`config.mk`:
```
export PLATFORM = sky130hd
export DESIGN_NAME = sram_march_bist
export DESIGN_NICKNAME = d
export VERILOG_FILES = /design/src/rtl/sram_pkg.sv /design/src/rtl/sram_bist_addr_gen.sv /design/src/rtl/sram_march_bist.sv
export SDC_FILE = /design/constraint.sdc
export NUM_CORES = 1
export LEC_CHECK = 0
export CAP_MARGIN = 20
export CORE_MARGIN = 2
export CORE_UTILIZATION = 52
export CTS_BUF_LIST = sky130_fd_sc_hd__clkbuf_8 sky130_fd_sc_hd__clkbuf_16
export DETAILED_ROUTE_END_ITERATION = 6
export GPL_ROUTABILITY_DRIVEN = 0
export HOLD_SLACK_MARGIN = 0.12
export PLACE_DENSITY = 0.81
export SYNTH_ARGS = -nofsm -noshare
export SYNTH_HDL_FRONTEND = slang
export SYNTH_HIERARCHICAL = 1
export SYNTH_SLANG_ARGS = --single-unit
```
`constraint.sdc`:
```
create_clock -name clk -period 5 [get_ports clk]
set_input_delay 1.25 -clock clk [delete_from_list [all_inputs] [get_ports clk]]
set_output_delay 1.25 -clock clk [all_outputs]
set_load 0.05 [all_outputs]
```
`src/rtl/sram_pkg.sv`:
```
// Shared types and default widths for the SRAM March BIST.
// The state and sub-step encodings are visible to the top and to any debug tooling.
package sram_pkg;

  localparam int SRAM_AW = 10;
  localparam int SRAM_DW = 8;

  typedef enum logic [2:0] {
    IDLE = 3'd0,
    M0   = 3'd1,
    M1   = 3'd2,
    M2   = 3'd3,
    M3   = 3'd4,
    DONE = 3'd5
  } bist_state_e;

  typedef enum logic [1:0] {
    RD   = 2'd0,
    WAIT = 2'd1,
    CMP  = 2'd2
  } bist_step_e;

  function automatic logic is_run(input bist_state_e s);
    return s inside {M0, M1, M2, M3};
  endfunction

  function automatic logic is_read_elem(input bist_state_e s);
    return s inside {M1, M2, M3};
  endfunction

endpackage

```
`src/rtl/sram_bist_addr_gen.sv`:
```
// Up/down address counter for the March elements: load parks it at the first address of an
// element in the requested direction; first/last flag the element boundaries.
module sram_bist_addr_gen
  import sram_pkg::*;
#(
  parameter int DEPTH = 1024,
  parameter int AW    = SRAM_AW
) (
  input  logic          clk,
  input  logic          rst_n,
  input  logic          clr,
  input  logic          load,
  input  logic          down,
  input  logic          adv,
  output logic [AW-1:0] addr,
  output logic          first,
  output logic          last
);

  localparam logic [AW-1:0] TOP = AW'(DEPTH - 1);

  logic down_q;

  // NOTE: sequential state uses non-blocking assignments so every register samples
  // pre-edge values, independent of block ordering.
  always_ff @(posedge clk) begin
    if (!rst_n) begin
      addr   <= '0;
      down_q <= 1'b0;
    end else if (clr) begin
      addr   <= '0;
      down_q <= 1'b0;
    end else if (load) begin
      addr   <= down ? TOP : '0;
      down_q <= down;
    end else if (adv) begin
      addr <= down_q ? addr - AW'(1) : addr + AW'(1);
    end
  end

  assign first = down_q ? (addr == TOP) : (addr == '0);
  assign last  = down_q ? (addr == '0)  : (addr == TOP);

endmodule

```
`src/rtl/sram_march_bist.sv`:
```
// March BIST initiator: M0 w(bg); M1 r(bg) w(~bg); M2 (descending) r(~bg) w(bg); M3 r(bg).
// Reports pass/fail, the first failing address with expected/observed data, and an error count.
module sram_march_bist
  import sram_pkg::*;
#(
  parameter int            DEPTH        = 1024,
  parameter int            AW           = SRAM_AW,
  parameter int            DW           = SRAM_DW,
  parameter int            RD_LAT       = 1,
  parameter logic [DW-1:0] PATTERN      = DW'(8'h00),
  parameter bit            STOP_ON_FAIL = 1'b1
) (
  input  logic          clk,
  input  logic          rst_n,
  input  logic          start,
  input  logic          abort,
  output logic          busy,
  output logic          done,
  output logic          pass,
  output logic [AW-1:0] fail_addr,
  output logic [DW-1:0] fail_exp,
  output logic [DW-1:0] fail_got,
  output logic [15:0]   err_cnt,
  output logic          sram_we,
  output logic [AW-1:0] sram_addr,
  output logic [DW-1:0] sram_wdata,
  input  logic [DW-1:0] sram_rdata
);

  // The wait counter runs RD_LAT-2 down to 0, giving RD_LAT-1 WAIT cycles.
  localparam int              WCW       = (RD_LAT > 2) ? $clog2(RD_LAT - 1) : 1;
  localparam logic [WCW-1:0]  WAIT_INIT = WCW'((RD_LAT > 1) ? RD_LAT - 2 : 0);
  localparam logic [15:0]     ERR_MAX   = 16'hFFFF;

  bist_state_e    state;
  bist_state_e    state_n;
  bist_step_e     step;
  bist_step_e     step_n;
  logic [WCW-1:0] wcnt;
  logic [WCW-1:0] wcnt_n;

  logic           ag_clr;
  logic           ag_load;
  logic           ag_down;
  logic           ag_adv;
  logic [AW-1:0]  ag_addr;
  logic           ag_first;
  logic           ag_last;

  logic           start_ok;
  logic           aborting;
  logic [DW-1:0]  exp_data;
  logic           mismatch;
  logic           latch_fail;
  logic [15:0]    err_n;
  logic           we_n;
  logic [DW-1:0]  wdata_n;

  sram_bist_addr_gen #(
    .DEPTH (DEPTH),
    .AW    (AW)
  ) u_addr_gen (
    .clk   (clk),
    .rst_n (rst_n),
    .clr   (ag_clr),
    .load  (ag_load),
    .down  (ag_down),
    .adv   (ag_adv),
    .addr  (ag_addr),
    .first (ag_first),
    .last  (ag_last)
  );

  // The generator is parked at its first ascending address whenever the BIST is idle,
  // so a run always launches from address 0.
  assign start_ok = start && ag_first && (state == IDLE || state == DONE);
  assign aborting = abort && is_run(state);

  assign exp_data   = (state == M2) ? ~PATTERN : PATTERN;
  assign mismatch   = is_read_elem(state) && (step == CMP) && !aborting
                      && (sram_rdata != exp_data);
  assign latch_fail = mismatch && (err_cnt == '0);

  // NOTE: every signal written here gets a default first, so no path leaves one
  // unassigned and no latch is inferred.
  always_comb begin
    state_n = state;
    step_n  = step;
    wcnt_n  = wcnt;
    ag_clr  = 1'b0;
    ag_load = 1'b0;
    ag_down = 1'b0;
    ag_adv  = 1'b0;

    if (aborting) begin
      state_n = IDLE;
      step_n  = RD;
      ag_clr  = 1'b1;
    end else begin
      unique case (state)
        IDLE, DONE: begin
          if (start_ok) begin
            state_n = M0;
            step_n  = RD;
          end
        end

        M0: begin
          if (ag_last) begin
            state_n = M1;
            step_n  = RD;
            ag_load = 1'b1;
          end else begin
            ag_adv = 1'b1;
          end
        end

        M1, M2, M3: begin
          unique case (step)
            RD: begin
              if (RD_LAT == 1) begin
                step_n = CMP;
              end else begin
                step_n = WAIT;
                wcnt_n = WAIT_INIT;
              end
            end

            WAIT: begin
              if (wcnt == '0) step_n = CMP;
              else            wcnt_n = wcnt - WCW'(1);
            end

            CMP: begin
              step_n = RD;
              if (mismatch && STOP_ON_FAIL) begin
                state_n = DONE;
                ag_clr  = 1'b1;
              end else if (ag_last) begin
                unique case (state)
                  M1: begin
                    state_n = M2;
                    ag_load = 1'b1;
                    ag_down = 1'b1;
                  end
                  M2: begin
                    state_n = M3;
                    ag_load = 1'b1;
                  end
                  default: begin
                    state_n = DONE;
                    ag_clr  = 1'b1;
                  end
                endcase
              end else begin
                ag_adv = 1'b1;
              end
            end

            default: step_n = RD;
          endcase
        end

        default: begin
          state_n = IDLE;
          step_n  = RD;
          ag_clr  = 1'b1;
        end
      endcase
    end
  end

  // Error count for the coming cycle; a new run starts from zero.
  always_comb begin
    err_n = err_cnt;
    if (start_ok) begin
      err_n = '0;
    end else if (mismatch && err_cnt != ERR_MAX) begin
      err_n = err_cnt + 16'd1;
    end
  end

  // SRAM controls are derived from the next state so the registered outputs line up
  // with the state register: the write of a CMP step is on the bus during that step.
  always_comb begin
    we_n    = (state_n == M0)
              || ((state_n == M1 || state_n == M2) && step_n == CMP);
    wdata_n = '0;
    if (we_n) begin
      wdata_n = (state_n == M1) ? ~PATTERN : PATTERN;
    end
  end

  always_ff @(posedge clk) begin
    if (!rst_n) begin
      state      <= IDLE;
      step       <= RD;
      wcnt       <= '0;
      busy       <= 1'b0;
      done       <= 1'b0;
      pass       <= 1'b0;
      err_cnt    <= '0;
      fail_addr  <= '0;
      fail_exp   <= '0;
      fail_got   <= '0;
      sram_we    <= 1'b0;
      sram_wdata <= '0;
    end else begin
      state      <= state_n;
      step       <= step_n;
      wcnt       <= wcnt_n;
      busy       <= is_run(state_n);
      done       <= (state_n == DONE);
      pass       <= (state_n == DONE) && (err_n == '0);
      err_cnt    <= err_n;
      sram_we    <= we_n;
      sram_wdata <= wdata_n;
      if (start_ok) begin
        fail_addr <= '0;
        fail_exp  <= '0;
        fail_got  <= '0;
      end else if (latch_fail) begin
        fail_addr <= ag_addr;
        fail_exp  <= exp_data;
        fail_got  <= sram_rdata;
      end
    end
  end

  // The address counter is itself a register and is cleared whenever the BIST goes idle.
  assign sram_addr = ag_addr;

endmodule

```
==> flow_summary.json <==
{
  "top_layer_used": "met4",
  "met2_wl_um": 4320,
  "detailroute.wirelength.met3_um": 659,
  "floorplan.initialDensity": 0.530,
  "routed_wire_length_per_instance_um": 16.2,
  "num-nets-final": 511,
  "cts_max_level": 2,
  "finClkSkew_ps": 10.2,
  "share_of_the_synthesized_area_in_the_top_cell_type": 0.315,
  "class_of_the_most_critical_hold_timing_path": "reg -> reg",
  "antennaDiodeCount": 0,
  "run_status": "finished clean",
  "maximum_number_of_pins_on_one_net_before_global_route_repair": 25,
  "hold_ws_ps": 500,
  "cts.sink_count": 56,
  "std_cell_rows": 30,
  "drt-met1-wl_um": 4100,
  "switching_share": 0.291,
  "synthCells": 441,
  "cts.repair_timing.setup_buffer_count": 0,
  "net_count_synth": 464,
  "average_cell_area_after_synthesis_um2": 8.07,
  "critical_path_required_ps": 5170,
  "placeableCoreArea_um2": 6720,
  "route.antenna.remaining_nets": 0,
  "final-max-slew-violation-count": 0,
  "power_frac_comb": 0.172,
  "max_slew.worst_pin.slew_ps": 847,
  "clock_power_share": 0.291,
  "cts_root_buf": "clkbuf_8",
  "finalHoldViolations": 0,
  "number_of_synthesis_warnings": 6,
  "boundaryPins": 76,
  "post_synth_main_area_contributors": "dfxtp_1, mux2i_1, nor2_1",
  "post-route-period-util": 0.868,
  "vias": 3476,
  "tritoncts": "done",
  "clk_pin_slew_worst_paths_ps": 90,
  "relative_contribution_of_sequential_cells_to_total_power": 0.537,
  "critical_path.max_fanout": 17,
  "dieArea_um2": 7520,
  "final_period_minus_worst_setup_slack_ps": 4340,
  "switchingPower_uw": 255,
  "ys_ff_latch": 56,
  "async_flop_share": 0,
  "number_of_flops_mapped_to_enable_cells_by_yosys": 0,
  "clock_latency_late_sink_ps": 310,
  "critical_path_class": "in -> reg",
  "hpwlAfterDp_um": 6780,
  "setup.worst_path.start_class": "primary input",
  "drt_wl_total_um": 9220,
  "initial_antenna_violation_count": 0,
  "unrepaired_setup_endpoints_after_global_routing": "false",
  "fraction_of_layout_instances_using_a_drive_strength_above_1": 0.0470,
  "dieWidth_um": 86.7,
  "cts_repair_resize_count": 0,
  "power.internal_uw": 620,
  "cts-hold-fix-buffers": 0,
  "final.setup.tns_ps": 0,
  "via_count_of_the_first_global_routing_pass": 3181,
  "final_util": 0.641,
  "leakage_component_of_the_power_nw": 1.44,
  "max-cap-violations": 0,
  "area_delta_synth_final_pct": 20.9,
  "cp.arrival_ps": 4510,
  "firstDrtPassIters": 5,
  "io_buffer_count": 75,
  "grt_usage": 0.243,
  "die_height_um": 86.7,
  "globalRoute.totalOverflow": 0,
  "power_per_cell_area_nw_per_um2": 203,
  "final-setup-viol-count": 0,
  "global_route_wire_length_before_repair_um": 14900,
  "yosysUniqueCellTypes": 70,
  "synth_seq_area_share": 0.315,
  "cts_buffers": 5,
  "route.detailed.drc": 0,
  "routed_via_density": 6.11,
  "ir_worst_vdd_uv": 124,
  "clockBufferDepth": 2,
  "achievable-frequency_ghz": 0.230,
  "drt_first_iter_violations": 297,
  "netlist.top_cell.by_area": "dfxtp_1",
  "synth_flop_cell": "dfxtp_1",
  "max_slew_margin": 0.434,
  "netlist_area_um2": 3560,
  "crit_path_end_kind": "flip-flop"
}
[worst max-delay path, stage by stage]
cell and delay, ps:
clkdlybuf4s50_1 440, or4_1 580, nor3_1 250, o21a_2 350, o211ai_1 170, a211oi_1 590
inv_1 250, o21ai_0 540, a21oi_1 80
[cell usage in the layout (no fill, tap or decap), drive strengths merged, types with 4 or more instances in the layout]
master         Yosys  routed
o21ai             19      19
dfxtp             56      56
nor4              13      13
clkbuf            13       6
xnor2             14      14
nand4             10      10
nor3              13      13
mux2i             24      24
xor2               7       7
or4                7       7
nand2             39      39
nand2b             6       6
a21oi             27      27
a21o               5       5
inv               10      10
or3                7       7
nand3             12      12
nor2              55      55
nor2b              7       7
a211oi             6       6
ha                10      10
and2               5       5
o21a               4       4
clkdlybuf4s50      0      75
[cell type report]
cell class	instances	area, um2
timing repair buffer	78	773
tap	80	100
multi-input combinational	337	2180
sequential	56	1120
clock inverter	2	10.0
clock buffer	6	82.6
fill	569	2410
inverter	10	37.5
[worst paths after layout]
path	start	endpoint	slack (ps)	depth (start not counted)
max	sram_rdata[4]	u_addr_gen/addr[0]	660	9
min	fail_got[2]	fail_got[2]	500	2
max reg2reg	state[0]	u_addr_gen/addr[0]	1130	8
min reg2reg	fail_got[2]	fail_got[2]	500	2
[synthesized netlist by cell type, types with 4 or more instances]
cell	n
clkbuf_1	13
xnor2_1	14
nor4_1	12
or3_1	7
o21ai_0	16
nor2_1	55
nand4_1	10
nand2b_1	6
inv_1	10
a211oi_1	5
nor3_1	13
nand2_1	38
buf_4	14
and2_1	4
dfxtp_1	56
mux2i_1	24
nand3_1	12
a21oi_1	26
ha_1	10
buf_2	8
nor2b_1	7
xor2_1	7
or4_1	7
[metrics by stage]
| step | std cells | area [um2] | power (mW) | setup slack [ps] |
|---|---|---|---|---|
| finish | 569 | 4310 | 0.875 | 661 |
| global route | 569 | 4310 | 0.908 | 318 |
| CTS | 569 | 4310 | 0.876 | 739 |
| detailed placement | 561 | 4210 | 0.629 | 413 |
| global placement | 561 | 4210 | 0.625 | 607 |
| floorplan | 441 | 3560 | 0.583 | 1130 |
[kinds of logic after synthesis]
group,share of synthesized area
buf+inv,0.0724
xor+xnor,0.0517
compound gates,0.181
fa+ha+maj,0.0408
mux,0.0738
simple gates,0.265
flops,0.315
[state kept, by name, indices dropped and copies added (netlist names)]
name,flops
fail_addr,10
busy,1
fail_got,8
done,1
pass,1
u_addr_gen/down_q,1
fail_exp,1
err_cnt,16
step,2
sram_we,1
state,3
u_addr_gen/addr,10
sram_wdata,1
[power groups by stage]
| stage | sequential [mW] | clock (mW) | combinational, mW |
|---|---|---|---|
| 5_1_grt | 0.472 | 0.273 | 0.164 |
| 2_1_floorplan | 0.493 | 0 | 0.0895 |
| 3_5_place_dp | 0.480 | 0 | 0.149 |
| 4_1_cts | 0.470 | 0.257 | 0.150 |
| 6_report | 0.470 | 0.254 | 0.151 |
| 3_3_place_gp | 0.479 | 0 | 0.145 |
[metal layers]
metal / vias up / track usage
li1: 1668 / -
met1: 1626 / 0.322
met2: 167 / 0.406
met3: 15 / 0.0438
met4: 0 / 0.0724
met5: - / 0
No activity file was read; power rests on OpenSTA's default activity.
==> RTL edit, RTL diff (same settings) <==
Encoding of `bist_step_e`: now one-hot (3 bits for 3 values).
--- a/src/rtl/sram_pkg.sv
+++ b/src/rtl/sram_pkg.sv
@@ -14,10 +14,10 @@
     DONE = 3'd5
   } bist_state_e;
 
-  typedef enum logic [1:0] {
-    RD   = 2'd0,
-    WAIT = 2'd1,
-    CMP  = 2'd2
+  typedef enum logic [2:0] {
+    RD   = 3'b001,
+    WAIT = 3'b010,
+    CMP  = 3'b100
   } bist_step_e;
 
   function automatic logic is_run(input bist_state_e s);
Formal check against the unedited RTL: no difference found for any inputs over 10 cycles, from zero or initial values and one cycle with rst_n low; not proved beyond that.
==> RTL edit against the unedited design <==
  * First-iteration DRC count decreased by 37%
  * Highest routed layer unchanged
  * Total power increased by 22%
  * Worst hold slack got worse by 0.0026 ns
  * Cell count decreased by 1.8%
  * Routed wire length decreased by 6.8%
  * Largest power group unchanged
  * Critical endpoint is now u_addr_gen/addr[9]
  * Synthesized area decreased by 2.5%
  * Worst setup slack improved by 0.52 ns
  * Critical path depth increased by 6
  * Sequential cell count increased by 1
  * Final area increased by 1.4%
  * Register-to-register slack improved by 0.69 ns
==> RTL edit: results (changes against the unedited design) <==
Reg-to-reg endpoint: u_addr_gen/addr[9] (was u_addr_gen/addr[0]). The tools report the origin of the worst min-delay path as fail_addr[7] (was fail_got[2]). The flow ran to the end, and the final reports show no timing, DRC or antenna violations.

For the pin count of the biggest net entering global routing, the log shows 26 (was 25). The destination of the worst hold path is fail_addr[7] (was fail_got[2]). The count of mapped cells out of synthesis came out at 418 (was 441). The worst endpoint data arrival time was 4.11 ns (was 4.51 ns). The number of H-tree levels is 3 (was 2). The library cell contributing the largest single delay on the critical path was clkdlybuf4s50_1 (was a211oi_1). For the layout filler cell count, the log shows 510 (was 569). Top fanout value on the critical path: 10 (was 17). For the number of vias after detailed routing, the log shows 3235 (was 3476). The post-placement setup slack was 0.9336 ns (was 0.4126 ns). Register-to-register setup slack: 1.82 ns (was 1.13 ns).

The pin slew with the least headroom to its limit is 0.6686 ns (was 0.8472 ns). The post-synthesis cell type count is 64 (was 70), and the path depth of the worst reg2reg path is 14 (was 8). Cell internal power dissipation: 750.4 uW (was 620.0 uW). Synth top cells by count: nor2_1, dfxtp_1, nand2_1 (was dfxtp_1, nor2_1, nand2_1).

The number of buffers added by the clock tree synthesis step was 9 (was 5); the count of TritonRoute iterations in the first routing pass was 4 (was 5). The cell at the root of the clock tree was clkbuf_8 (unchanged). The number of global-route vias before repair is 3032 (was 3181), and the clock latency on the worst-skew pair is 0.35 ns (was 0.31 ns). The routed wire length per instance was 15.38 um (was 16.21 um); the initial antenna violation count was 0 (unchanged). The tools report the number of post-CTS setup repair buffers as 0 (unchanged).

The biggest cell delay along the critical path came out at 0.52 ns (was 0.59 ns). The post-placement cell area is 4161 um2 (was 4213 um2), and the number of standard cells in the final layout excluding fillers is 559 (was 569). The leakage dissipation was 1.594 nW (was 1.436 nW); the global-route wire length before repair was 14.17 mm (was 14.86 mm). The share of post-route cells with drive strength above 1 was 7.884% (was 4.703%); the clock-pin slew on the worst setup and hold paths was 0.07 ns (was 0.09 ns).

The synthesized net count was 441 (was 464); the placed wire-length estimate was 6.286 mm (was 6.777 mm). The total routing resource utilization after global routing was 24.04% (was 24.34%); the sequential cell area fraction in the yosys report was 32.86% (was 31.49%). Final setup skew: 0.01087 ns (was 0.01019 ns). Cell family contributing the most delay on the critical path: simple AND/OR/NAND/NOR gates (was compound AO/OA/AOI/OAI gates).
[RTL edit: how the worst max path moves through the flow]
stage / slack, ns / endpoint / from
6_report: 1.18 / u_addr_gen/addr[9] / sram_rdata[5]
5_1_grt: 1.0 / u_addr_gen/addr[9] / sram_rdata[6]
4_1_cts: 1.22 / u_addr_gen/addr[9] / sram_rdata[6]
3_5_place_dp: 0.93 / u_addr_gen/addr[9] / sram_rdata[6]
3_3_place_gp: 1.04 / sram_wdata[6] / sram_rdata[6]
2_1_floorplan: 1.84 / u_addr_gen/addr[9] / sram_rdata[0]
[RTL edit: kinds of logic after synthesis]
logic type                 count (synthesis)  synth area share [%]
adders and majority gates                 11                 4.180
xor gates and xnor gates                  25                 6.306
muxes                                     30                 8.685
buffers and inverters                     37                 5.946
AOI/OAI and AO/OA                         78                 15.50
and+or+nand+nor                          180                 26.52
DFF                                       57                 32.86
[RTL edit: layout make-up]
type	count	area (um2)	share of cell area [%]
inverters	7	26.28	0.6021
flip-flops and latches	57	1141	26.15
multi-input cells	324	2125	48.68
repair buffers	78	773.2	17.72
clock buffers	9	123.9	2.838
well taps	77	96.34	2.208
clock inverters	7	78.83	1.806
[RTL edit: routing by layer]
layer | global-route usage [%] | share of wire (%) | vias up | wire (um)
li1 | - | - | 1592 | -
met1 | 28.96 | 42 | 1524 | 3613
met2 | 40.84 | 51 | 103 | 4377
met3 | 4.812 | 4.7 | 16 | 407
met4 | 11.83 | 2.3 | 0 | 199
met5 | 0 | 0 | - | 0
[RTL edit: power groups by stage]
stage | Combinational, mW | Clock, mW | Sequential, mW
after floorplan | 0.0814 | 0 | 0.505
after global placement | 0.142 | 0 | 0.488
after detailed placement | 0.146 | 0 | 0.489
after CTS | 0.147 | 0.449 | 0.478
after global routing | 0.160 | 0.469 | 0.480
final | 0.149 | 0.444 | 0.478
